===== src/rtl/cpu_pkg.sv =====
// rtl/cpu_pkg.sv - shared types and constants for the 5-stage CPU pipeline
package cpu_pkg;

   typedef enum logic [1:0] {
      RUN    = 2'd0,
      DRAIN  = 2'd1,
      HALTED = 2'd2
   } state_t;

   localparam logic [3:0]  REG_ZERO = 4'd0;
   localparam logic [15:0] NOP      = 16'h0000;

endpackage


===== src/rtl/sat_counter.sv =====
// rtl/sat_counter.sv - event counter that sticks at all-ones
module sat_counter #(
   parameter int W = 16
) (
   input  logic         clk,
   input  logic         rst,
   input  logic         inc,
   output logic [W-1:0] cnt
);

   always_ff @(posedge clk or posedge rst) begin
      if (rst) begin
         cnt <= '0;
      end else if (inc && (cnt != '1)) begin
         cnt <= cnt + W'(1);
      end
   end

endmodule


===== src/rtl/pipe_ctrl.sv =====
// rtl/pipe_ctrl.sv - load-use stall, branch squash, memory freeze and halt drain control
module pipe_ctrl
   import cpu_pkg::*;
#(
   parameter int DRAIN_CYCLES = 3,
   parameter int CNT_W        = 16
) (
   input  logic             clk,
   input  logic             rst,
   input  logic [3:0]       rdReg1_ID,
   input  logic [3:0]       rdReg2_ID,
   input  logic             re1_ID,
   input  logic             re2_ID,
   input  logic [3:0]       wrReg_EX,
   input  logic             memRd_EX,
   input  logic             br_taken_EX,
   input  logic             halt_ID,
   input  logic             mem_busy,
   output logic             stall_front,
   output logic             stall_all,
   output logic             flush_IFID,
   output logic             flush_IDEX,
   output logic             halted,
   output logic [CNT_W-1:0] stall_cnt,
   output logic [CNT_W-1:0] flush_cnt
);

   localparam int DW = (DRAIN_CYCLES > 2) ? $clog2(DRAIN_CYCLES) : 1;

   state_t        state;
   state_t        nextState;
   logic [DW-1:0] drainCnt;
   logic [DW-1:0] nextDrainCnt;
   logic          loadUse;
   logic          stallInc;
   logic          flushInc;

   // Register 0 is hardwired, so a load targeting it never creates a real dependency.
   assign loadUse = memRd_EX && (wrReg_EX != REG_ZERO) &&
                    ((re1_ID && (rdReg1_ID == wrReg_EX)) ||
                     (re2_ID && (rdReg2_ID == wrReg_EX)));

   always_ff @(posedge clk or posedge rst) begin
      if (rst) begin
         state    <= RUN;
         drainCnt <= '0;
      end else begin
         state    <= nextState;
         drainCnt <= nextDrainCnt;
      end
   end

   always_comb begin
      nextState    = state;
      nextDrainCnt = drainCnt;
      stall_front  = 1'b0;
      stall_all    = 1'b0;
      flush_IFID   = 1'b0;
      flush_IDEX   = 1'b0;
      stallInc     = 1'b0;
      flushInc     = 1'b0;
      case (state)
         RUN: begin
            if (mem_busy) begin
               stall_all   = 1'b1;
               stall_front = 1'b1;
            end else if (br_taken_EX) begin
               // ID holds a wrong-path instruction, so its hazards and HLT are moot.
               flush_IFID = 1'b1;
               flush_IDEX = 1'b1;
               flushInc   = 1'b1;
            end else if (loadUse) begin
               stall_front = 1'b1;
               flush_IDEX  = 1'b1;
               stallInc    = 1'b1;
            end else if (halt_ID) begin
               nextState    = DRAIN;
               nextDrainCnt = DW'(DRAIN_CYCLES - 1);
            end
         end
         DRAIN: begin
            stall_front = 1'b1;
            flush_IDEX  = 1'b1;
            if (mem_busy) begin
               stall_all = 1'b1;
            end else if (drainCnt == '0) begin
               nextState = HALTED;
            end else begin
               nextDrainCnt = drainCnt - DW'(1);
            end
         end
         HALTED: begin
            stall_front = 1'b1;
            flush_IDEX  = 1'b1;
         end
         default: begin
            nextState = RUN;
         end
      endcase
   end

   assign halted = (state == HALTED);

   sat_counter #(.W(CNT_W)) uStallCnt (
      .clk (clk),
      .rst (rst),
      .inc (stallInc),
      .cnt (stall_cnt)
   );

   sat_counter #(.W(CNT_W)) uFlushCnt (
      .clk (clk),
      .rst (rst),
      .inc (flushInc),
      .cnt (flush_cnt)
   );

endmodule


===== config.mk =====
export PLATFORM = sky130hd
export DESIGN_NAME = pipe_ctrl
export DESIGN_NICKNAME = d
export VERILOG_FILES = /design/src/rtl/cpu_pkg.sv /design/src/rtl/sat_counter.sv /design/src/rtl/pipe_ctrl.sv
export SDC_FILE = /design/constraint.sdc
export NUM_CORES = 1
export LEC_CHECK = 0
export BUFFER_PORTS_ARGS = -buffer_cell sky130_fd_sc_hd__buf_2
export CAP_MARGIN = 20
export CORE_ASPECT_RATIO = 1.5
export CORE_UTILIZATION = 54
export CTS_BUF_LIST = sky130_fd_sc_hd__clkbuf_2
export CTS_CLUSTER_SIZE = 20
export DETAILED_ROUTE_END_ITERATION = 6
export PLACE_DENSITY_LB_ADDON = 0.1
export SYNTH_ARGS = -nofsm -noshare
export SYNTH_HDL_FRONTEND = slang
export SYNTH_SLANG_ARGS = --single-unit
export TNS_END_PERCENT = 50

===== constraint.sdc =====
create_clock -name clk -period 2.7 [get_ports clk]
set_input_delay 0.54 -clock clk [delete_from_list [all_inputs] [get_ports clk]]
set_output_delay 0.54 -clock clk [all_outputs]
set_load 0.02 [all_outputs]

==> results of run 1 <==
path summary, 6_finish.rpt:
check | slack (ns) | to | start
max | 0.23 | flush_IDEX | state[1]$_DFFE_PP0P_
min | 0.20 | uFlushCnt.cnt[3]$_DFFE_PP0P_ | rst
max reg2reg | 0.61 | uStallCnt.cnt[12]$_DFFE_PP0P_ | state[1]$_DFFE_PP0P_
min reg2reg | 0.50 | uStallCnt.cnt[9]$_DFFE_PP0P_ | uStallCnt.cnt[9]$_DFFE_PP0P_
max in group asynchronous | 2.17 | state[0]$_DFFE_PP0P_ | rst
min in group clk | 0.50 | uStallCnt.cnt[9]$_DFFE_PP0P_ | uStallCnt.cnt[9]$_DFFE_PP0P_
through the flow:
stage / instances / setup WS, ns / total power, mW / area [um2] / hold WS (ns)
final: 303 / 0.233 / 1.61 / 2430 / 0.199
after global routing: 303 / 0.0370 / 1.73 / 2430 / 0.249
after CTS: 303 / 0.229 / 1.62 / 2430 / 0.212
after detailed placement: 295 / 0.326 / 1.28 / 2360 / 0.482
after global placement: 295 / 0.354 / 1.27 / 2360 / 0.469
after floorplan: 196 / 0.122 / 1.10 / 2020 / 0.479
cells by family (layout without fill, tap and decap cells):
logic type | Yosys count | after routing | synth area share
and+or+nand+nor | 86 | 86 | 0.249
xor gates and xnor gates | 37 | 37 | 0.160
DFF | 36 | 36 | 0.446
buffers and inverters | 13 | 78 | 0.0260
AOI/OAI and AO/OA | 12 | 12 | 0.0483
adders and majority gates | 7 | 7 | 0.0433
muxes | 5 | 5 | 0.0272
tightest hold or removal path: stages:
cell and delay (ns):
buf_2 0.09, inv_1 0.04, buf_4 0.38
sequential cells by signal, summed over array words and instances (netlist names):
signal,count
drainCnt,2
state,2
uFlushCnt.cnt,16
uStallCnt.cnt,16
routing by layer:
layer | track usage | vias up | share of wire
met3 | 0.0556 | 6 | 0.043
li1 | - | 812 | -
met5 | 0 | - | 0
met4 | 0.0865 | 0 | 0.017
met2 | 0.432 | 52 | 0.54
met1 | 0.256 | 800 | 0.40
power by group:
group | total [mW] | switching, mW | internal [mW]
Clock | 0.344 | 0.189 | 0.155
Combinational | 0.586 | 0.351 | 0.235
Sequential | 0.681 | 0.0755 | 0.606
Total | 1.61 | 0.616 | 0.996
cell usage after synthesis, types with 2 or more instances:
master,instances
nand4_1,5
nor3_2,2
inv_1,11
nor2_1,13
nand4_2,2
nor4_2,2
and4_1,4
xnor2_1,9
nor3_1,13
mux2_1,3
ha_1,7
o31ai_1,2
a21oi_1,3
nor4_1,7
dfrtp_1,36
xor2_1,28
nand2_1,15
nand3_1,11
nand2b_1,2
area by class of cell:
class / count / area [um2] / share of cell area
timing repair buffer: 59 / 303 / 0.124
sequential: 36 / 901 / 0.370
clock inverter: 3 / 42.5 / 0.0175
inverter: 11 / 41.3 / 0.0170
multi-input combinational: 147 / 1070 / 0.439
tap: 42 / 52.6 / 0.0216
clock buffer: 5 / 25.0 / 0.0103
placed cells by master (no fill, tap or decap), types with 4 or more instances in the layout:
cell | Yosys | final
and4_1 | 4 | 4
buf_2 | 0 | 56
clkbuf_2 | 0 | 5
dfrtp_1 | 36 | 36
ha_1 | 7 | 7
inv_1 | 11 | 11
nand2_1 | 15 | 15
nand3_1 | 11 | 11
nand4_1 | 5 | 5
nor2_1 | 13 | 13
nor3_1 | 13 | 13
nor4_1 | 7 | 7
xnor2_1 | 9 | 9
xor2_1 | 28 | 28
==> flow_summary_export.csv, run 1 <==
group,metric,value,unit
clock_network,clk_latency,0.39,ns
sta,worstMarginPinSlew,0.565,ns
clock_network,clk_root_buffer_cell,"clkbuf_2",
layout,antennaDiodeCount,0,
sta,finalHoldViolCount,0,
sta,min_period,2.47,ns
sta,finalCritPeriodShare,0.914,
job,drv_cap,0,
sta,drv_slew,0,
floorplan,num_rows,26,
sta,finalSetupViolCount,0,
floorplan,dieHeight,76.9,um
clock_network,clock_tree.buffer_depth,2,
run_status,status,"completed",
setup_path,cp-start-kind,"register",
routing,wl,4080,um
placement,gp_congestion,0.812,
global_routing,grt_pass1_wl,7270,um
clock_network,htreeDepth,2,
synth,ys_warn_count,0,
power_and_ir_drop,powerDensity,663,nW/um2
routing,drcViolationCount,0,
synth,syn_area,2020,um2
clock_network,cts_made_buffers,5,
routing,dr.first_iter.drc_count,63,
sta,rsz0062_at_grt,"false",
setup_path,setup.worst_path.class,"reg -> out",
routing,wl_per_cell,13.5,um
worst_hold_path,hold_class,"in -> async",
routing,via_count,1670,
routing,antenna_left,0,
sta,relSlewSlack,0.622,
setup_path,cpLargestDelayFamily,"flip-flops",
layout,fill_cells,290,
layout,finalNetCount,287,
sta,fmax,405,MHz
synth,yosys.area.top_type,"dfrtp_1",
setup_path,critPathRequiredTime,2.16,ns
layout,areaGrowthSynthToFinish,20.4,%
setup_path,end_kind,"output port",
synth,ys_seq_elements,36,
synth,synth-edff-count,0,
synth,yosysSeqAreaShare,0.446,
setup_path,max_stage_delay,0.45,ns
setup_path,reg2reg_depth,8,
synth,synth.top_cell.area_share,0.446,
floorplan,io-pin-count,57,
clock_network,postCtsHoldBufs,0,
clock_network,cts_repair_resize_count,0,
setup_path,critPathSlowestCell,"dfrtp_1",
synth,synth.area.top_cells,"dfrtp_1, xor2_1, ha_1, xnor2_1, nor3_1",
clock_network,cts_num_sinks,36,
clock_network,clkTransAtPathRegs,0.19,ns
layout,drive_above_1_share,0.310,
synth,synthArstFlopShare,1.00,
setup_path,crit_fanout,7,
global_routing,antenna_found_initial,0,
global_routing,grt-ovfl-total,0,
layout,final_core_util,0.699,
global_routing,grt.total_usage,0.239,
placement,hpwl,3130,um
global_routing,grt_pass1_vias,1722,
global_routing,grt_max_degree,37,
synth,synth_cell_type_count,40,
synth,syn_area_per_cell,10.3,um2
clock_network,cts_tree,"yes",
setup_path,cp_data_arrival_time,1.93,ns
setup_path,crit_buf_inv,2,
synth,netlist_instances,196,
floorplan,die_w,51.9,um
placement,io_buffers,56,
routing,viasPerCell,5.51,
sta,skew,0.0127,ns
floorplan,die_area,4000,um2
setup_path,cp.depth,6,
floorplan,initial_core_util,0.581,
floorplan,core_area,3480,um2
synth,synth_ff_type,"dfrtp_1",
setup_path,worstPathCellList,"inv_1 -> ha_1 -> nor2b_1 -> nor2_1 -> a211oi_1 -> buf_2",
power_and_ir_drop,p_leak,1.31,nW
power_and_ir_drop,ir_drop,0.000553,V
sta,fin_setup_tns,0,ns
routing,dr.pass1.iters,4,
clock_network,postCtsSetupBuffers,0,
synth,synth_nets,223,
(Power assumes the default switching activity.)
==> inputs of run 2 (changes only) <==
CORE_UTILIZATION = 55   (was 54)
clock period = 3.1 ns   (was 2.7 ns; I/O delays follow)
==> run 2 against run 1 <==
  * Design area down 0.21%
  * Power decreased by 14%
  * Combinational power fell by 13%
  * Global-route usage fell by 0.72 points
==> flow_summary_export.csv, run 2 (synthesis results as in run 1) <==
group,metric,value,unit
clock_network,clk_root_buffer_cell,"clkbuf_2",
routing,wl,4160,um
power_and_ir_drop,powerDensity,572,nW/um2
routing,dr.pass1.iters,4,
clock_network,postCtsHoldBufs,0,
clock_network,cts_repair_resize_count,0,
placement,dp_cells,295,
clock_network,clk_latency,0.37,ns
routing,via_count,1681,
sta,drv_slew,0,
floorplan,dieHeight,76.2,um
floorplan,initial_core_util,0.586,
sta,fmax,388,MHz
setup_path,cp_data_arrival_time,1.96,ns
sta,finalSetupViolCount,0,
run_status,status,"completed",
layout,antennaDiodeCount,0,
clock_network,cts_tree,"yes",
setup_path,reg2reg_depth,8,
power_and_ir_drop,ir_drop,0.000665,V
layout,final_common_cell,"buf_2",
layout,stdcell_count,303,
global_routing,grt.total_usage,0.231,
layout,fill_cells,285,
clock_network,clkTransAtPathRegs,0.18,ns
layout,finalNetCount,287,
sta,min_period,2.58,ns
layout,drive_above_1_share,0.303,
sta,worstMarginPinSlew,0.595,ns
floorplan,num_rows,26,
layout,areaGrowthSynthToFinish,20.1,%
floorplan,die_area,3930,um2
floorplan,core_area,3450,um2
global_routing,grt_pass1_vias,1661,
layout,final_cell_area,2430,um2
sta,finalCritPeriodShare,0.832,
floorplan,die_w,51.5,um
floorplan,io-pin-count,57,
worst_hold_path,hold_class,"in -> async",
power_and_ir_drop,p_leak,1.31,nW
setup_path,crit_fanout,7,
routing,wl_per_cell,13.7,um
layout,final-seq-area,901,um2
clock_network,postCtsSetupBuffers,0,
routing,drcViolationCount,0,
routing,dr.first_iter.drc_count,48,
placement,io_buffers,56,
global_routing,antenna_found_initial,0,
clock_network,cts_num_sinks,36,
sta,finalHoldViolCount,0,
power_and_ir_drop,p_total,1.39,mW
setup_path,critPathRequiredTime,2.48,ns
layout,layout_common_cells,"buf_2, dfrtp_1, xor2_1, nand2_1",
clock_network,cts_made_buffers,5,
setup_path,setup.worst_path.class,"reg -> out",
placement,dpl_cell_area,2360,um2
setup_path,cp-start-kind,"register",
layout,top_regs,"uFlushCnt.cnt: 16 flops, uStallCnt.cnt: 16 flops",
sta,rsz0062_at_grt,"false",
routing,viasPerCell,5.55,
global_routing,grt_pass1_wl,6910,um
global_routing,grt_max_degree,37,
clock_network,clock_tree.buffer_depth,2,
clock_network,htreeDepth,2,
routing,antenna_left,0,
placement,gp_congestion,0.857,
setup_path,end_kind,"output port",
sta,skew,0.0109,ns
sta,relSlewSlack,0.601,
layout,multi_input_area,1070,um2
sta,fin_setup_tns,0,ns
job,drv_cap,0,
global_routing,grt-ovfl-total,0,
placement,hpwl,3130,um
[run 2: cell count changes in the layout (fill, tap and decap cells not counted), sizes merged]
cell and change:
clkinv +1, clkinvlp -1
[run 2: layout make-up]
cell class,count,share of cell area
timing repair buffer,59,0.125
clock buffer,5,0.0103
multi-input combinational,147,0.440
tap,42,0.0216
inverter,11,0.0170
clock inverter,3,0.0155
sequential,36,0.371
[run 2: power by group]
group	internal [mW]	switching, mW
clock network	0.132	0.153
registers	0.528	0.0657
logic	0.205	0.305
total	0.864	0.524
[run 2: worst paths after layout]
path | from | end | slack (ns)
max | state[0]$_DFFE_PP0P_ | flush_IDEX | 0.52
min | rst | uFlushCnt.cnt[11]$_DFFE_PP0P_ | 0.32
max reg2reg | state[0]$_DFFE_PP0P_ | uFlushCnt.cnt[11]$_DFFE_PP0P_ | 0.92
min reg2reg | uStallCnt.cnt[5]$_DFFE_PP0P_ | uStallCnt.cnt[5]$_DFFE_PP0P_ | 0.50
max in group asynchronous | rst | uFlushCnt.cnt[3]$_DFFE_PP0P_ | 2.45
min in group clk | uStallCnt.cnt[5]$_DFFE_PP0P_ | uStallCnt.cnt[5]$_DFFE_PP0P_ | 0.50
[run 2: routing by layer]
layer  up-vias  part of all wire  track usage
met5         -                 0            0
met4         0             0.018        0.103
met3         8             0.048       0.0439
met2        52              0.52        0.405
met1       800              0.41        0.262
li1        821                 -            -
[run 2: through the flow]
step | hold WS (ns) | setup WS (ns) | utilization
2_1_floorplan | 0.479 | 0.362 | -
3_3_place_gp | 0.473 | 0.593 | 0.686
3_5_place_dp | 0.470 | 0.550 | 0.686
4_1_cts | 0.309 | 0.503 | 0.704
5_1_grt | 0.327 | 0.305 | 0.704
6_report | 0.316 | 0.521 | 0.704
[run 2: critical path, stage by stage, from the launching register on]
cell	delay [ns]
dfrtp_1	0.47
inv_1	0.10
ha_1	0.29
nor2b_1	0.27
nor2_1	0.06
a211oi_1	0.20
buf_2	0.20
